**src/rtl/event_conv_3x3.sv**
```systemverilog
// rtl/event_conv_3x3.sv - event-driven 3x3 convolution stage with saturating per-channel update
//
// Ports:
//   clk, rst_n                    clock, asynchronous active-low reset
//   enable                        gates acceptance of new events only
//   event_valid, event_ready      spike event handshake
//   event_x, event_y              event coordinate
//   kernel_weights                signed weight for slot k, channel c at [(k*CHANNELS+c)*B +: B]
//   rd_req, rd_coord, rd_data     arbiter read port, coord {y, x}, data one cycle after request
//   wr_req, wr_coord, wr_data     arbiter write port, coord {y, x}
//   busy, done                    event in progress, one-cycle completion pulse
module event_conv_3x3 #(
    parameter int COORD_BITS       = 4,
    parameter int CHANNELS         = 4,
    parameter int BITS_PER_CHANNEL = 8,
    parameter int IMG_WIDTH        = 16,
    parameter int IMG_HEIGHT       = 16
) (
    input  logic                                     clk,
    input  logic                                     rst_n,
    input  logic                                     enable,
    input  logic                                     event_valid,
    output logic                                     event_ready,
    input  logic [COORD_BITS-1:0]                    event_x,
    input  logic [COORD_BITS-1:0]                    event_y,
    input  logic [9*CHANNELS*BITS_PER_CHANNEL-1:0]   kernel_weights,
    output logic                                     rd_req,
    output logic [2*COORD_BITS-1:0]                  rd_coord,
    input  logic [CHANNELS*BITS_PER_CHANNEL-1:0]     rd_data,
    output logic                                     wr_req,
    output logic [2*COORD_BITS-1:0]                  wr_coord,
    output logic [CHANNELS*BITS_PER_CHANNEL-1:0]     wr_data,
    output logic                                     busy,
    output logic                                     done
);
    localparam int B  = BITS_PER_CHANNEL;
    localparam int CW = CHANNELS * B;
    // Two extra bits so x-1 and x+1 never alias a legal coordinate.
    localparam int XW = COORD_BITS + 2;
    localparam logic [XW-1:0] W_LIM = XW'(IMG_WIDTH);
    localparam logic [XW-1:0] H_LIM = XW'(IMG_HEIGHT);

    typedef enum logic [1:0] {
        S_IDLE  = 2'd0,
        S_READ  = 2'd1,
        S_DRAIN = 2'd2,
        S_DONE  = 2'd3
    } state_t;

    state_t                  state_q, state_d;
    logic [3:0]              k_q, k_d;
    logic                    drain_q, drain_d;
    logic [COORD_BITS-1:0]   x_q, y_q;
    logic                    ev_ok_q;
    // Holds event_ready low while reset is asserted and on the first cycle after.
    logic                    live_q;

    logic                    accept;
    logic                    ev_in;
    logic                    issue;
    logic [3:0]              issue_k;
    logic [COORD_BITS-1:0]   base_x, base_y;
    logic                    base_ok;
    logic [1:0]              col, row;
    logic [XW-1:0]           nx, ny;
    logic                    nb_ok;

    // Slot tags: stage 0 travels with rd_req/rd_coord, stage 1 lines up with rd_data.
    logic [3:0]              t0_k;
    logic                    t1_valid;
    logic [3:0]              t1_k;
    logic [2*COORD_BITS-1:0] t1_coord;

    logic [CW-1:0]           sat_data;
    logic [B-1:0]            pix, wgt;
    logic [B:0]              sum;

    assign event_ready = live_q && enable && (state_q == S_IDLE);
    assign accept      = event_valid && event_ready;
    assign ev_in       = ({2'b00, event_x} < W_LIM) && ({2'b00, event_y} < H_LIM);

    // Next-state and slot selection. The slot put on the read port at the
    // coming edge is slot 0 on acceptance, else the slot after k_q.
    always_comb begin
        state_d = state_q;
        k_d     = k_q;
        drain_d = drain_q;
        issue   = 1'b0;
        issue_k = 4'd0;
        base_x  = x_q;
        base_y  = y_q;
        base_ok = ev_ok_q;
        case (state_q)
            S_IDLE: begin
                base_x  = event_x;
                base_y  = event_y;
                base_ok = ev_in;
                if (accept) begin
                    state_d = S_READ;
                    k_d     = 4'd0;
                    issue   = 1'b1;
                end
            end
            S_READ: begin
                if (k_q == 4'd8) begin
                    state_d = S_DRAIN;
                    drain_d = 1'b0;
                end else begin
                    issue   = 1'b1;
                    issue_k = k_q + 4'd1;
                    k_d     = k_q + 4'd1;
                end
            end
            S_DRAIN: begin
                if (drain_q) begin
                    state_d = S_DONE;
                end else begin
                    drain_d = 1'b1;
                end
            end
            S_DONE:  state_d = S_IDLE;
            default: state_d = S_IDLE;
        endcase
    end

    // Raster position of slot k within the 3x3 window.
    always_comb begin
        col = 2'd0;
        row = 2'd0;
        case (issue_k)
            4'd0: begin col = 2'd0; row = 2'd0; end
            4'd1: begin col = 2'd1; row = 2'd0; end
            4'd2: begin col = 2'd2; row = 2'd0; end
            4'd3: begin col = 2'd0; row = 2'd1; end
            4'd4: begin col = 2'd1; row = 2'd1; end
            4'd5: begin col = 2'd2; row = 2'd1; end
            4'd6: begin col = 2'd0; row = 2'd2; end
            4'd7: begin col = 2'd1; row = 2'd2; end
            4'd8: begin col = 2'd2; row = 2'd2; end
            default: begin col = 2'd0; row = 2'd0; end
        endcase
    end

    // A neighbour left of/above the edge wraps to all ones, so the MSB flags it.
    assign nx    = {2'b00, base_x} + {{COORD_BITS{1'b0}}, col} - XW'(1);
    assign ny    = {2'b00, base_y} + {{COORD_BITS{1'b0}}, row} - XW'(1);
    assign nb_ok = !nx[XW-1] && !ny[XW-1] && (nx < W_LIM) && (ny < H_LIM);

    always_comb begin
        sat_data = '0;
        pix      = '0;
        wgt      = '0;
        sum      = '0;
        for (int c = 0; c < CHANNELS; c++) begin
            pix = rd_data[c*B +: B];
            wgt = kernel_weights[(int'(t1_k)*CHANNELS + c)*B +: B];
            sum = {pix[B-1], pix} + {wgt[B-1], wgt};
            // Sign bits disagree only on overflow; clamp toward the true sign.
            if (sum[B] != sum[B-1]) begin
                sat_data[c*B +: B] = sum[B] ? {1'b1, {(B-1){1'b0}}} : {1'b0, {(B-1){1'b1}}};
            end else begin
                sat_data[c*B +: B] = sum[B-1:0];
            end
        end
    end

    always_ff @(posedge clk or negedge rst_n) begin
        if (!rst_n) begin
            state_q <= S_IDLE;
            k_q     <= 4'd0;
            drain_q <= 1'b0;
            x_q     <= '0;
            y_q     <= '0;
            ev_ok_q <= 1'b0;
            live_q  <= 1'b0;
            busy    <= 1'b0;
            done    <= 1'b0;
        end else begin
            state_q <= state_d;
            k_q     <= k_d;
            drain_q <= drain_d;
            live_q  <= 1'b1;
            if (accept) begin
                x_q     <= event_x;
                y_q     <= event_y;
                ev_ok_q <= ev_in;
            end
            busy <= (state_d != S_IDLE);
            done <= (state_d == S_DONE);
        end
    end

    always_ff @(posedge clk or negedge rst_n) begin
        if (!rst_n) begin
            rd_req   <= 1'b0;
            rd_coord <= '0;
            t0_k     <= 4'd0;
            t1_valid <= 1'b0;
            t1_k     <= 4'd0;
            t1_coord <= '0;
            wr_req   <= 1'b0;
            wr_coord <= '0;
            wr_data  <= '0;
        end else begin
            rd_req <= issue && base_ok && nb_ok;
            if (issue) begin
                t0_k <= issue_k;
            end
            if (issue && base_ok && nb_ok) begin
                rd_coord <= {ny[COORD_BITS-1:0], nx[COORD_BITS-1:0]};
            end
            t1_valid <= rd_req;
            t1_k     <= t0_k;
            t1_coord <= rd_coord;
            wr_req   <= t1_valid;
            if (t1_valid) begin
                wr_coord <= t1_coord;
                wr_data  <= sat_data;
            end
        end
    end

endmodule

```
**config.mk**
```make
export PLATFORM = sky130hd
export DESIGN_NAME = event_conv_3x3
export DESIGN_NICKNAME = d
export VERILOG_FILES = /design/src/rtl/event_conv_3x3.sv
export SDC_FILE = /design/constraint.sdc
export NUM_CORES = 1
export LEC_CHECK = 0
export BUFFER_PORTS_ARGS = -buffer_cell sky130_fd_sc_hd__clkbuf_2
export CORE_AREA = 5 5 144 146
export CTS_BUF_LIST = sky130_fd_sc_hd__clkbuf_8
export DETAILED_ROUTE_END_ITERATION = 6
export DIE_AREA = 0 0 149 151
export GPL_ROUTABILITY_DRIVEN = 0
export GPL_TIMING_DRIVEN = 1
export PLACE_DENSITY = 0.69
export SLEW_MARGIN = 20
export SYNTH_ARGS = -nofsm -noshare
export SYNTH_HDL_FRONTEND = slang
export SYNTH_SLANG_ARGS = --single-unit
```
**constraint.sdc**
```tcl
create_clock -name clk -period 9.1 [get_ports clk]
set_input_delay 1.82 -clock clk [delete_from_list [all_inputs] [get_ports clk]]
set_output_delay 1.82 -clock clk [all_outputs]
set_load 0.05 [all_outputs]
```
==> results of run 1 <==
==> flip-flops by register name (all words and copies together), names as in the netlist, 2 cells and up <==
register	count
state_q	2
rd_coord	8
k_q	4
y_q	4
t1_coord	8
t0_k	4
wr_data	32
x_q	4
t1_k	4
wr_coord	8
==> per-layer routing <==
| metal | wire length [µm] | GRT usage, % | vias up |
|---|---|---|---|
| met4 | 269 | 3.16 | 8 |
| met5 | 39 | 0 | - |
| met2 | 12400 | 36.1 | 235 |
| met1 | 10200 | 27.7 | 3143 |
| li1 | - | - | 3266 |
| met3 | 2200 | 7.03 | 27 |
==> cells by family after synthesis <==
kind of cell / count (synthesis)
simple gates: 159
compound gates: 145
mux: 132
flops: 86
buf+inv: 68
fa+ha+maj: 58
xor+xnor: 20
other cells: 1
==> layout make-up <==
type / count / area (µm²) / share of cell area (%)
multi-input cells: 515 / 4810 / 50.0
flip-flops and latches: 86 / 2160 / 22.5
repair buffers: 391 / 1980 / 20.6
well taps: 265 / 332 / 3.45
inverters: 38 / 143 / 1.48
clock buffers: 9 / 124 / 1.29
clock inverters: 7 / 68.8 / 0.716
==> placed cells by master (no fill, tap or decap), types with 2 or more instances in the layout <==
cell,count
dfrtp_1,83
mux4_2,64
dfrtp_2,2
o22ai_1,2
o2bb2ai_1,20
nand3_1,5
nand2b_1,12
buf_4,8
mux2i_1,45
a21o_1,10
a22oi_1,2
a21oi_1,30
and3_1,3
mux2_2,22
nor3b_1,3
a311oi_1,8
nor2_1,48
o211ai_1,4
or2_2,2
clkinvlp_4,3
xnor2_1,16
fa_1,6
xor2_1,4
nand2_1,62
nor2b_1,8
nor3_1,7
clkbuf_8,9
o21ai_0,41
ha_1,52
o21a_1,5
clkbuf_2,383
inv_1,39
a211oi_1,7
o221ai_1,2
==> path summary, 6_finish.rpt <==
path,slack (ns),to,start
setup / recovery,4.44,wr_data[14],t1_k[0]
hold / removal,0.37,t1_k[1],t0_k[1]
setup reg to reg,4.44,wr_data[14],t1_k[0]
hold reg to reg,0.37,t1_k[1],t0_k[1]
max in group asynchronous,6.60,t1_k[0],rst_n
min in group asynchronous,1.38,x_q[2],rst_n
==> worst max-delay path: cells and delay by family (launching register included) <==
kind / cells / cell delay [ns]
AO/OA/AOI/OAI: 4 / 0.93
buffers and inverters: 2 / 0.70
AND/OR/NAND/NOR: 3 / 0.99
flip-flops: 1 / 0.89
adder cells (fa/ha/maj): 2 / 0.63
multiplexers: 2 / 0.41
==> report_power, final <==
part	internal (µW)	total [µW]	switching [µW]
clock	125	267	142
sequential	552	712	161
combinational	1140	2720	1570
total	1820	3700	1880
==> stage by stage <==
stage / cell area, µm² / hold WS, ns / std cells
after floorplan: 7220 / 0.354 / 669
after global placement: 9420 / 0.358 / 1295
after detailed placement: 9420 / 0.360 / 1295
after CTS: 9610 / 0.372 / 1311
after global routing: 9610 / 0.391 / 1311
final: 9610 / 0.371 / 1311
==> results by group, run 1 <==
CTS
  • Post-CTS Setup Inserts: 0
  • Num CTS Buffers: 9
  • TritonCTS clock tree: built
  • CTS resizes: 0
  • Root buffer cell: clkbuf_8
  • Clock latency on the worst-skew pair: around 0.37 ns
  • Hold_buf cts: 0
  • Max clock buf depth: 2
  • CTS clock-pin slew for the worst setup and hold paths: 0.09 ns
  • Clock Sinks: 86
  • Htree depth: 3

Pwr
  • Static leakage: ~0.0047 µW
  • Worst VDD drop: about 0.20 mV
  • Total design power: 3700 µW
  • Power density over the cells: about 380 nW/µm²

Critical path
  • CP max FO: 33
  • CP startpoint kind: register
  • Critical path type: reg2reg
  • CP cell instances: buf_4 > mux4_2 > mux2i_1 > o21ai_0 > ha_1 > inv_1 > fa_1 > nand2b_1 > a21oi_1 > a2111oi_0 > nor3b_1 > nor2_1 > a32oi_1
  • Crit end category: register
  • Cell depth of the worst flop-to-flop path: 13
  • Crit-path max cell delay: 0.89 ns
  • CP max-delay cell: dfrtp_4
  • CP arrival: 4.94 ns
  • Critical Path RT: ~9.4 ns

Timing
  • RSZ-0062 raised after global routing: false
  • Max Transition Viols Final: 0
  • Slew headroom: between 40% and 50%
  • Setup-failing EPs final: 0
  • Clk_skew: about 0.013 ns
  • Fmax: 215 MHz
  • Setup TNS Final: 0 ns
  • Tightest Pin Transition: 0.844 ns
  • Period minus WS final: around 4.7 ns
  • Final worst slack: 4.44 ns
  • Endpoints failing hold: 0
  • Final period util: 51.2%

Die
  • Row cnt: 51
  • Core Box Area: 19300 µm²
  • I/O pins: 385
  • Die Y: 151 µm
  • Area of the die: 22500 µm²
  • Initial Util: between 30% and 40%
  • Die W: 149 µm

Logic synthesis
  • Largest family of logic cells by synthesized area: multiplexers
  • Top-area cell type share of the netlist area: about 30%
  • Synth cell count leaders: dfrtp_1 (86), mux4_2 (64), nand2_1 (62), ha_1 (52), nor2_1 (48)
  • Mux share of post-synthesis cell area: between 20% and 30%
  • Post-synth top flop: dfrtp_1
  • Synth Area in XOR/XNOR: 2.43%
  • Largest cells by area after synthesis: dfrtp_1 (30%), mux4_2 (20%), ha_1 (9.0%)
  • Compound-gate portion of the synthesized area: 13.4%
  • Synthesized netlist cell count: 669
  • Seq/Total Area, Yosys: 29.8%
  • Top-count cell post-synth: dfrtp_1
  • Post-synth EDFFs: 0
  • Post-synth ARST share: 100%
  • Mapped cell area: 7220 µm²
  • Simple-Gate Fraction of Synth Area: 10.2%
  • Distinct cells, synth: 58
  • Mapped Avg Cell Area: ~11 µm²
  • Share of synthesized cell area in full adder, half adder and majority cells: 10.7%
  • Biggest area consumer among synthesized cells: dfrtp_1
  • YS warnings: 0
  • Synth Register Bits: 86
  • Net Count, Synth: around 1100

Global route
  • GRT Overall Usage: 21.4%
  • Gr ovfl total: 0
  • Initial antenna violation count: 4
  • First-pass GRT wire length: 37700 µm
  • Number of global-route vias before repair: 7085
  • Largest net degree at the start of global routing: 55

Cells and area
  • Nets: 1431
  • Final core occ: 49.9%
  • Fill count: 1842
  • # diodes: 0
  • Layout cells sized above 1: 47.8%
  • Area grow syn2layout: 33.2%

Routing
  • Final ANT Viol Nets: 0
  • Iter 0 DRT Violations: just over 300
  • Vias: roughly 6700
  • Drt via density: between 5 and 6
  • DRT Pass-1 Iters: 4
  • Post-DR wirelength/cell: about 19 µm
  • Remaining DRCs: 0
  • Routed wire length: 25100 µm

Min path
  • Worst min path class: reg2reg
  • Hold depth: 0

Placed design
  • Hpwl dp: ~21000 µm
  • DP Worst Slack: between 4 and 5 ns
  • IO Port Bufs: 384

Job
  • Max-cap viol count: 0

Outcome
  • Status: completed
No activity file was read; power rests on OpenSTA's default activity.
==> run 2, diff against run 1 <==
--- a/config.mk
+++ b/config.mk
@@ -6,13 +6,13 @@
 export NUM_CORES = 1
 export LEC_CHECK = 0
 export BUFFER_PORTS_ARGS = -buffer_cell sky130_fd_sc_hd__clkbuf_2
-export CORE_AREA = 5 5 144 146
+export CORE_AREA = 5 5 148 150
 export CTS_BUF_LIST = sky130_fd_sc_hd__clkbuf_8
 export DETAILED_ROUTE_END_ITERATION = 6
-export DIE_AREA = 0 0 149 151
+export DIE_AREA = 0 0 153 155
 export GPL_ROUTABILITY_DRIVEN = 0
 export GPL_TIMING_DRIVEN = 1
-export PLACE_DENSITY = 0.69
+export PLACE_DENSITY = 0.68
 export SLEW_MARGIN = 20
 export SYNTH_ARGS = -nofsm -noshare
 export SYNTH_HDL_FRONTEND = slang
==> constraint.sdc (replaced) <==
create_clock -name clk -period 3.8 [get_ports clk]
set_input_delay 0.76 -clock clk [delete_from_list [all_inputs] [get_ports clk]]
set_output_delay 0.76 -clock clk [all_outputs]
set_load 0.05 [all_outputs]
==> run 2 against run 1 <==
Net effect: clock skew up 0.0037 ns; setup slack worse by 4.3 ns; hold slack lost 0.0099 ns; critical path depth up 6; power grew to 2.5 times the previous value; final cell count increased by 2.7%; critical endpoint is now rd_coord[6]; largest cell class unchanged.
==> results by group, run 2 (synthesis gave the netlist of run 1 again) <==
Die
  • Row cnt: 53
  • Die W: 153 µm
  • Core Box Area: 20600 µm²
  • Area of the die: 23700 µm²
  • Die Y: about 160 µm
  • I/O pins: approximately 390
  • Initial Util: between 30% and 40%

CTS
  • CTS clock-pin slew for the worst setup and hold paths: approximately 0.1 ns
  • Clock latency on the worst-skew pair: 0.38 ns
  • Clock Sinks: 86
  • Hold_buf cts: 0
  • Htree depth: 3
  • Root buffer cell: clkbuf_8
  • Num CTS Buffers: 9
  • TritonCTS clock tree: built
  • Max clock buf depth: 2

Cells and area
  • Most flops, register: wr_data
  • Finished Layout Cells: 1347
  • Register Area: 2160 µm²
  • Area grow syn2layout: 37.7%
  • Area of the multi-input gates: 4860 µm²
  • Most common cell after layout, fill and taps aside: clkbuf_2
  • # diodes: 0
  • Nets: 1457
  • Commonest non-fill, non-tap cells in the layout: clkbuf_2 (383), dfrtp_1 (83), mux4_2 (64)
  • Layout cells sized above 1: between 50% and 60%
  • Fill count: 1964
  • Number of flip-flops in the largest register: 32
  • Final core occ: between 40% and 50%

Global route
  • Initial antenna violation count: 4
  • Number of global-route vias before repair: 7148
  • First-pass GRT wire length: 39200 µm
  • Gr ovfl total: 0
  • Largest net degree at the start of global routing: 73
  • GRT Overall Usage: 20.9%

Pwr
  • Switching share of power: 50.0%
  • Sw Pwr: about 4700 µW
  • Power density over the cells: around 940 nW/µm²
  • Clock Power Share: 7.5%
  • Comb power frac: approximately three quarters
  • Flop pwr share: 17.2%
  • Int Power: 4670 µW
  • Worst VDD drop: roughly 0.48 mV
  • Total design power: 9340 µW
  • Static leakage: 0.00489 µW

Timing
  • Tightest Pin Transition: 0.904 ns
  • Setup-failing EPs final: 0
  • Slew headroom: 39.8%
  • Period minus WS final: 3.62 ns
  • Fmax: 276 MHz
  • Clk_skew: around 0.016 ns
  • Setup TNS Final: 0 ns
  • Final period util: 95.3%
  • Max Transition Viols Final: 0
  • Endpoints failing hold: 0

Placed design
  • IO Port Bufs: 384
  • Hpwl dp: approximately 22000 µm
  • DP Cell Count: 1322

Routing
  • Iter 0 DRT Violations: 294
  • DRT Pass-1 Iters: 4
  • Post-DR wirelength/cell: around 19 µm
  • Drt via density: 5.18
  • Remaining DRCs: 0
  • Final ANT Viol Nets: 0
  • Vias: between 6000 and 7000
  • Routed wire length: 25900 µm

Critical path
  • Crit end category: register
  • Critical Path RT: 4.06 ns
  • CP startpoint kind: register
  • Worst path top cell family by delay: adder cells
  • Critical path type: reg2reg
  • CP cell instances: inv_1 > ha_1 > nand3b_1 > nand2b_4 > nor2_2 > inv_1 > ha_1 > mux2_2 > a21oi_1 > ha_1 > inv_1 > ha_2 > fa_2 > nand2_1 > a22oi_2 > o21ai_2 > nor4_4 > buf_2 > mux2_1
  • CP max-delay cell: dfrtp_1
  • CP arrival: 3.88 ns
  • Critical path buffer and inverter count: 4
  • CP max FO: 5
  • Crit-path max cell delay: 0.42 ns

Job
  • Max-cap viol count: 0

Min path
  • Worst min path class: reg2reg

Outcome
  • Status: completed
==> run 2: final cells by class <==
class                      count  area share, %
clock buffer                   9           1.25
clock inverter                 7          0.869
inverter                      38           1.44
multi-input combinational    515           48.9
sequential                    86           21.7
tap                          275           3.46
timing repair buffer         417           22.4
==> run 2: power by group through the flow <==
stage                     registers [µW]  clock network (µW)  logic (µW)
final                               1610                 702        7030
after global routing                1670                 769        7730
after CTS                           1630                 732        6910
after detailed placement            1640                   0        6870
after global placement              1630                   0        6780
after floorplan                     2380                   0        4350
==> run 2: path summary, 6_finish.rpt <==
kind | startpoint | end | slack [ns] | cells after the start
max in group asynchronous | rst_n | wr_data[1] | 2.60 | 2
min | t0_k[0] | t1_k[0] | 0.36 | 0
min reg2reg | t0_k[0] | t1_k[0] | 0.36 | 0
max reg2reg | k_q[0] | rd_coord[6] | 0.18 | 19
max | k_q[0] | rd_coord[6] | 0.18 | 19
min in group asynchronous | rst_n | x_q[2] | 0.51 | 1
==> run 2: what timing repair did <==
item / in CTS / in global routing
setup endpoints to repair: 5 / 35
cloned: 0 / 1
gates resized for setup: 2 / 14
buffers inserted: 0 / 8
pin swaps: 0 / 3
==> run 2: per-layer routing <==
metal	up-vias	share of wire [%]	GRT usage, %
met3	28	8.4	6.65
met1	3361	42	28.2
met4	6	1.3	3.95
li1	3320	-	-
met2	263	48	33.7
met5	-	0.15	0
==> run 2: metrics by stage <==
step,hold WS [ns],cell area (µm²),setup WS (ns)
2_1_floorplan,0.354,7220,0.123
3_3_place_gp,0.365,9610,0.140
3_5_place_dp,0.365,9610,0.0447
4_1_cts,0.372,9830,0.0122
5_1_grt,0.393,9940,-0.0637
6_report,0.361,9940,0.179
==> run 3, diff against run 2 <==
--- a/config.mk
+++ b/config.mk
@@ -12,6 +12,7 @@
 export DIE_AREA = 0 0 153 155
 export GPL_ROUTABILITY_DRIVEN = 0
 export GPL_TIMING_DRIVEN = 1
+export HOLD_SLACK_MARGIN = 0.1
 export PLACE_DENSITY = 0.68
 export SLEW_MARGIN = 20
 export SYNTH_ARGS = -nofsm -noshare
==> constraint.sdc (replaced) <==
create_clock -name clk -period 3.8 [get_ports clk]
set_input_delay 0 -clock clk [delete_from_list [all_inputs] [get_ports clk]]
set_output_delay 0 -clock clk [all_outputs]
set_load 0.05 [all_outputs]
==> run 3 against run 2 <==
Net effect: via count up 1.0%; power fell by 0.49%; flip-flop and latch count did not move; sequential power is essentially flat; first-iteration DRC count rose by 34%; clock-buffer cell count unchanged; cell area is 1.2% higher; clock power down 13%; hold slack worse by 0.25 ns; sequential share of layout area fell by 0.23 points; highest routed layer unchanged.
==> results by group, run 3 (synthesis gave the netlist of run 1 again) <==
Routing
  • Iter 0 DRT Violations: around 390
  • Drt via density: slightly above 5
  • Routed wire length: between 20000 and 30000 µm
  • Top sig layer: met5
  • Remaining DRCs: 0
  • Met1 wire length: ~11000 µm
  • Vias: between 7000 and 8000
  • Post-DR wirelength/cell: 19.2 µm
  • DR WL met3: 1670 µm
  • DRT Pass-1 Iters: 4
  • Final ANT Viol Nets: 0
  • Met2 Routed Length: ~12000 µm

Cells and area
  • Area grow syn2layout: 39.3%
  • Finished Layout Cells: 1359
  • Number of flip-flops in the largest register: 32
  • # diodes: 0
  • Design area: 10100 µm²
  • Most flops, register: wr_data
  • Most common cell after layout, fill and taps aside: clkbuf_2
  • Layout cells sized above 1: 50.1%
  • Nets: roughly 1500
  • Final core occ: 48.9%
  • Fill count: 1959
  • Commonest non-fill, non-tap cells in the layout: clkbuf_2 (383), dfrtp_1 (81), mux4_2 (64)

Placed design
  • IO Port Bufs: 384
  • Hpwl dp: 21700 µm
  • Placed instance area: 9610 µm²
  • DP Worst Slack: -0.00160 ns
  • DP Cell Count: 1320

Min path
  • Hold EP: wr_data[25]
  • Worst min path class: in2reg
  • Hold depth: 4
  • Source of the worst hold timing path: rd_data[25]

CTS
  • Clock Sinks: 86
  • Num CTS Buffers: 9
  • Max clock buf depth: 2
  • Htree depth: 3
  • CTS clock-pin slew for the worst setup and hold paths: 0.09 ns
  • Clock latency on the worst-skew pair: 0.37 ns
  • Root buffer cell: clkbuf_8
  • TritonCTS clock tree: built

Critical path
  • RR Endpoint: rd_coord[2]
  • Crit. Startpoint: k_q[1]
  • R2r setup slk: 0.22 ns
  • CP startpoint kind: register
  • Crit end category: register
  • Critical path type: reg2reg
  • Cell depth of the worst flop-to-flop path: 19
  • Critical path's most frequent cell: ha_1
  • Crit-path max cell delay: 0.38 ns
  • CP cell instances: inv_1 > ha_1 > nand3b_1 > nand2b_1 > nor2_2 > inv_2 > ha_1 > mux2_2 > a21oi_1 > ha_1 > inv_1 > ha_2 > fa_2 > nand2_1 > a22oi_2 > o21ai_2 > nor4_4 > buf_6 > mux2_2
  • CP max FO: 5
  • CP arrival: around 3.8 ns
  • CP max-delay cell: dfrtp_1
  • R2R Path Start: k_q[1]
  • Critical Path RT: 4.06 ns

Global route
  • Largest net degree at the start of global routing: 52
  • Gr ovfl total: 0
  • Number of global-route vias before repair: a little over 7000
  • First-pass GRT wire length: 39000 µm
  • GRT Overall Usage: between 20% and 30%
  • Initial antenna violation count: 2

Pwr
  • Sw Pwr: 4670 µW
  • Worst VDD drop: about 0.50 mV
  • Static leakage: between 0.004 and 0.005 µW
  • Int Power: about 4600 µW
  • Flop pwr share: 17.3%
  • Switching share of power: about half
  • Clock Power Share: between 6 and 7%
  • Power density over the cells: 925 nW/µm²
  • Comb power frac: 76.1%

Job
  • Max-cap viol count: 0

Die
  • Initial Util: between 30% and 40%
  • Row cnt: 53
  • I/O pins: 385
  • Area of the die: between 20000 and 25000 µm²
  • Die W: between 150 and 200 µm
  • Die Y: 155 µm
  • Core Box Area: 20600 µm²

Timing
  • Final worst slack: 0.220 ns
  • Slew headroom: 56.4%
  • Tightest Pin Transition: 0.653 ns
  • Final period util: 94.2%
  • Clk_skew: 0.00802 ns
  • Max Transition Viols Final: 0
  • Period minus WS final: around 3.6 ns
  • Fmax: 279 MHz
  • Endpoints failing hold: 0
  • Hold Worst Slack: approximately 0.11 ns
  • Setup-failing EPs final: 0

Outcome
  • Status: completed
## run 3: power by group through the flow
stage	Clock, µW	Combinational [µW]	Sequential (µW)
6_report	612	7080	1610
5_1_grt	681	7790	1660
4_1_cts	644	6930	1610
3_5_place_dp	0	6880	1630
3_3_place_gp	0	6790	1620
2_1_floorplan	0	4350	2380
## run 3: routing by layer
layer	vias to the layer above	global-route usage, %
li1	3354	-
met1	3413	28.9
met2	250	33.5
met3	27	5.15
met4	4	4.50
met5	-	0
## run 3: critical path: cells and delay by family (launching register included)
kind	cells	cell delay, ns
fa+ha+maj	5	1.01
simple gates	5	0.72
mux	2	0.59
compound gates	3	0.43
flops	1	0.38
buf+inv	4	0.35
## run 3: worst max path at each step
stage / depth (start not counted) / slack (ns) / to
2_1_floorplan: 14 / 0.12 / wr_data[14]
3_3_place_gp: 19 / 0.11 / rd_coord[1]
3_5_place_dp: 19 / -0.002 / rd_coord[7]
4_1_cts: 20 / 0.003 / rd_coord[2]
5_1_grt: 19 / -0.01 / rd_coord[3]
6_report: 19 / 0.22 / rd_coord[2]
## run 3: repair_timing
action | CTS | global route
endpoints found under the hold margin | 71 | 0
gates cloned | 0 | 1
pin swaps | 0 | 3
endpoints found under the setup margin | 6 | 28
resized for setup | 1 | 20
hold buffers | 14 | 0
setup buffers | 0 | 8
## run 3: stage by stage
stage | TNS (ns) | power [µW]
after floorplan | 0 | 6730
after global placement | 0 | 8410
after detailed placement | -0.00596 | 8510
after CTS | 0 | 9190
after global routing | -0.0358 | 10100
final | 0 | 9300
## run 3: layout make-up
cell class              count  area, µm²  share of cell area [%]
clock buffers               9        124                    1.23
clock inverters             7       53.8                   0.535
inverters                  38        143                    1.42
multi-input cells         515       4860                    48.4
flip-flops and latches     86       2160                    21.5
well taps                 275        344                    3.42
repair buffers            429       2360                    23.5
